==> src/rtl/spi_shifter.sv <==
`default_nettype none
// ============================================================================
// Module   : spi_shifter
// Purpose  : SPDR plus 8-bit SPI mode-0 shift register driven by the SPI
//            controller strobes. Define SPI_RX_BUFFER_EN to add a separate
//            receive buffer with overrun detection.
// Revision : 1.0  initial release
// ============================================================================
module spi_shifter #(
  parameter int DATA_W = 8
) (
  input  logic              clk,
  input  logic              rst,
  input  logic              baud_tick,
  input  logic              MSTR,
  input  logic              DORD,
  input  logic              Shifter_en,
  input  logic              SPDR_rd_en,
  input  logic              SPDR_wr_en,
  input  logic              spdr_we,
  input  logic [DATA_W-1:0] spdr_wdata,
  input  logic              spdr_rd,
  input  logic              wcol_clr,
  input  logic              miso_i,
  input  logic              mosi_i,
  output logic              serial_o,
  output logic              serial_oe,
  output logic [2:0]        counter,
  output logic              byte_done,
  output logic [DATA_W-1:0] spdr_rdata,
  output logic              WCOL,
  output logic              OVR
);

  localparam logic [2:0] LAST_BIT = 3'd7;

  logic [DATA_W-1:0] spdr;
  logic [DATA_W-1:0] shreg;
  logic [2:0]        cnt;
  logic              phase;
  logic              rx_bit;
  logic              done_r;
  logic              wcol_r;
  logic              sin;
  logic              tick_en;
  logic              shift_now;
  logic              collide;

  assign sin       = MSTR ? miso_i : mosi_i;
  assign tick_en   = Shifter_en & baud_tick;
  assign shift_now = tick_en & phase;

  assign serial_o  = DORD ? shreg[0] : shreg[DATA_W-1];
  assign serial_oe = Shifter_en;
  assign counter   = cnt;
  assign byte_done = done_r;
  assign WCOL      = wcol_r;

  // Sample on the first tick of a bit, shift on the second; dropping
  // Shifter_en returns the bit sequencer to the start of a byte.
  always_ff @(posedge clk) begin
    if (rst) begin
      shreg  <= '0;
      cnt    <= '0;
      phase  <= 1'b0;
      rx_bit <= 1'b0;
      done_r <= 1'b0;
    end else begin
      done_r <= shift_now & (cnt == LAST_BIT);
      if (Shifter_en) begin
        if (tick_en && !phase) begin
          rx_bit <= sin;
          phase  <= 1'b1;
        end else if (shift_now) begin
          shreg  <= DORD ? {rx_bit, shreg[DATA_W-1:1]} : {shreg[DATA_W-2:0], rx_bit};
          cnt    <= cnt + 3'd1;
          phase  <= 1'b0;
        end
      end else begin
        cnt   <= '0;
        phase <= 1'b0;
        if (SPDR_rd_en) begin
          shreg <= spdr;
        end
      end
    end
  end

`ifdef SPI_RX_BUFFER_EN
  logic [DATA_W-1:0] rx_buf;
  logic              rx_full;
  logic              ovr_r;
  logic              overrun;

  // A read in the same cycle frees the buffer, so that commit is accepted.
  assign overrun    = SPDR_wr_en & rx_full & ~spdr_rd;
  assign collide    = spdr_we & Shifter_en;
  assign spdr_rdata = rx_buf;
  assign OVR        = ovr_r;

  always_ff @(posedge clk) begin
    if (rst) begin
      spdr    <= '0;
      rx_buf  <= '0;
      rx_full <= 1'b0;
      ovr_r   <= 1'b0;
    end else begin
      if (spdr_we && !Shifter_en) begin
        spdr <= spdr_wdata;
      end
      if (SPDR_wr_en && !overrun) begin
        rx_buf  <= shreg;
        rx_full <= 1'b1;
      end else if (spdr_rd) begin
        rx_full <= 1'b0;
      end
      if (spdr_rd) begin
        ovr_r <= 1'b0;
      end else if (overrun) begin
        ovr_r <= 1'b1;
      end
    end
  end
`else
  logic unused_spdr_rd;

  assign unused_spdr_rd = spdr_rd;
  assign collide        = spdr_we & (Shifter_en | SPDR_wr_en);
  assign spdr_rdata     = spdr;
  assign OVR            = 1'b0;

  // The received byte overwrites SPDR ahead of any processor write.
  always_ff @(posedge clk) begin
    if (rst) begin
      spdr <= '0;
    end else if (SPDR_wr_en) begin
      spdr <= shreg;
    end else if (spdr_we && !Shifter_en) begin
      spdr <= spdr_wdata;
    end
  end
`endif

  always_ff @(posedge clk) begin
    if (rst) begin
      wcol_r <= 1'b0;
    end else if (collide) begin
      wcol_r <= 1'b1;
    end else if (wcol_clr) begin
      wcol_r <= 1'b0;
    end
  end

endmodule
`default_nettype wire

==> config.mk <==
export PLATFORM = sky130hd
export DESIGN_NAME = spi_shifter
export DESIGN_NICKNAME = d
export VERILOG_FILES = /design/src/rtl/spi_shifter.sv
export SDC_FILE = /design/constraint.sdc
export NUM_CORES = 1
export LEC_CHECK = 0
export CORE_MARGIN = 4
export CORE_UTILIZATION = 45
export DETAILED_ROUTE_END_ITERATION = 10
export GPL_ROUTABILITY_DRIVEN = 0
export PLACE_DENSITY_LB_ADDON = 0.3
export SYNTH_ARGS = -nofsm -noshare
export SYNTH_HDL_FRONTEND = slang
export SYNTH_SLANG_ARGS = --single-unit
==> constraint.sdc <==
create_clock -name clk -period 1.4 [get_ports clk]
set_input_delay 0.28 -clock clk [delete_from_list [all_inputs] [get_ports clk]]
set_output_delay 0.28 -clock clk [all_outputs]
set_load 0.02 [all_outputs]
==> out/metrics.yaml <==
drt:
  dr.pass1.iters: 4
  wl_per_cell_um: 14.7
  drt_iter0_drc: 18
  drc: 0
  via_per_inst: 5.53
  drt.antenna.violating_nets: 0
  vias: 1028
  wl_um: 2740
synth:
  synth.distinct_cells: 25
  synth_warnings: 0
  synthCells: 120
  yosysSeqAreaShare_pct: 40.6
  syn_area_per_cell_um2: 9.46
  syn-num-nets: 143
  ys_ff_latch: 23
  syn_area_um2: 1130
run:
  cap_violations: 0
global_routing:
  grt_usage_pct: 17.5
  grt_pass1_vias: 1071
  grt_first_pass_wirelength_um: 4670
  antenna_found_initial: 0
  grt_max_degree: 19
  overflow: 0
cells_and_area:
  antenna_cells: 0
  drive_gt1_share_pct: 15.8
  seq_area_um2: 460
  multi_input_comb_area_um2: 627
  mostFrequentLayoutCells: "dfxtp_1, clkdlybuf4s50_1, dlygate4sd2_1"
  n_fill_cell: 202
  fin_cells: 186
  fin_nets: 182
  layout_commonest_cell: "dfxtp_1"
  syn_to_final_growth_pct: 39.4
  utilization_pct: 68.8
  stdcell_area_um2: 1580
pwr:
  leakagePower_nw: 0.676
  switchingPower_uw: 353
  power_frac_seq_pct: 54.9
  power.share.combinational_pct: 21.4
  peakVddDrop_mv: 0.524
  powerDensity_nw_per_um2: 823
  internal_power_uw: 948
  p_total_mw: 1.30
  sw_frac_of_total_pct: 27.1
  pwr-share-clk_pct: 23.7
setup_path:
  start_kind: "register"
  worst-path-buf-inv: 1
  required_ps: 1120
  slowest_delay_ps: 410
  path_max_fanout: 3
  crit_type: "register to primary output"
  critPathLaunch: "spdr_rdata[0]"
  worst_path_max_delay_cell: "dfxtp_1"
  r2r_start: "phase"
  cp.arrival_ps: 1070
  crit_path_end_kind: "primary output"
  worstPathCellList: "dlygate4sd2_1"
  crit_family: "flip-flops"
clock_network:
  path_clk_slew_ps: 130
  cts_tree: "yes"
  cts_hold_buffers: 0
  cts.root.buffer_cell: "clkbuf_4"
  cts_made_buffers: 3
  cts_setup_buffers: 0
  cts_max_level: 1
  clk_latency_ps: 300
  clockBufferDepth: 2
  cts.sinks: 23
floorplanning:
  core_area_um2: 2300
  die_area_um2: 3390
  fp.dieH_um: 58.2
  initial_core_util_pct: 49.4
  num_io_pins: 37
  die_x_um: 58.2
  rows: 17
sta:
  rsz0062_at_grt: "false"
  setup_violations: 0
  slew_violations: 0
  fin_worst_skew_ps: 3.09
  layout_min_cycle_time_ps: 1350
  hold_viol_final: 0
  period_share_pct: 96.6
  max_freq_ghz: 0.739
placed_design:
  port_buffers: 34
  post_dp_cell_area_um2: 1560
  dpl.hpwl_um: 2180
  place_inst: 182
min_path:
  hp-class: "register to register"
  hold_start: "WCOL"
status:
  outcome: "completed"
-- metrics by stage --
stage          setup slack, ps  TNS (ps)  hold slack, ps
2_1_floorplan              213         0             441
3_3_place_gp              -504     -5880             457
3_5_place_dp              -520     -7030             478
4_1_cts                   -143      -143             494
5_1_grt                   9.26         0             514
6_report                  47.0         0             486
-- final timing paths --
| check | slack, ps | endpoint | cells after the start |
|---|---|---|---|
| max | 50 | spdr_rdata[0] | 1 |
| min | 490 | WCOL | 2 |
| max reg2reg | 220 | shreg[2] | 2 |
| min reg2reg | 490 | WCOL | 2 |
-- sequential cells by signal, summed over array words and instances, names as in the netlist --
register and cells:
shreg 8, spdr_rdata 8, counter 3, WCOL 1
byte_done 1, phase 1, rx_bit 1
-- power by group through the flow --
| stage | Sequential [mW] | Clock [mW] | Combinational (mW) |
|---|---|---|---|
| after global placement | 0.726 | 0 | 0.282 |
| after global routing | 0.718 | 0.345 | 0.301 |
| after detailed placement | 0.727 | 0 | 0.291 |
| final | 0.714 | 0.308 | 0.279 |
| after floorplan | 0.742 | 0 | 0.132 |
| after CTS | 0.712 | 0.311 | 0.276 |
-- logic make-up (layout without fill, tap and decap cells) --
family          Yosys count  count (layout)  share of synthesized area [%]
compound gates           22              22                           14.3
flops                    23              23                           40.6
xor+xnor                  2               2                           1.54
simple gates             40              40                           19.0
mux                      18              18                           16.9
buf+inv                  12              50                           5.18
fa+ha+maj                 2               2                           2.20
other cells               1               1                          0.330
-- final cells by class --
type,count,share of cell area (%)
tap,28,2.22
sequential,23,29.1
inverter,2,0.475
timing repair buffer,44,26.9
clock buffer,4,1.66
multi-input combinational,85,39.6
-- metal layers --
metal / vias to the layer above / part of all wire [%] / global-route usage, %
li1: 509 / - / -
met1: 486 / 44 / 21.4
met2: 29 / 50 / 30.2
met3: 4 / 5.1 / 3.56
met4: 0 / 1.4 / 6.29
met5: - / 0 / 0
-- timing repair --
item,in CTS,in global routing
resized for setup,21,4
cloned,0,0
setup endpoints to repair,25,4
-- cell usage after synthesis --
library cell,number,share of area [%]
buf_2,5,2.2
nor2b_1,2,1.1
and3b_1,1,0.77
dfxtp_1,23,41
mux2i_1,9,7.9
nor2_1,12,4.0
nand3_1,2,0.88
nand2_1,3,0.99
mux2_2,9,8.9
a211oi_1,1,0.66
nand4b_1,1,0.77
xnor2_1,1,0.77
nor3b_1,8,5.3
a21oi_1,11,4.9
xor2_1,1,0.77
clkbuf_1,3,0.99
a221o_1,8,7.1
ha_1,2,2.2
buf_4,2,1.3
inv_1,2,0.66
a311oi_2,1,1.3
conb_1,1,0.33
o21ai_0,1,0.44
nor3_1,8,3.5
nand2b_1,3,1.7
Note: power is estimated with default switching activity, not from simulation.
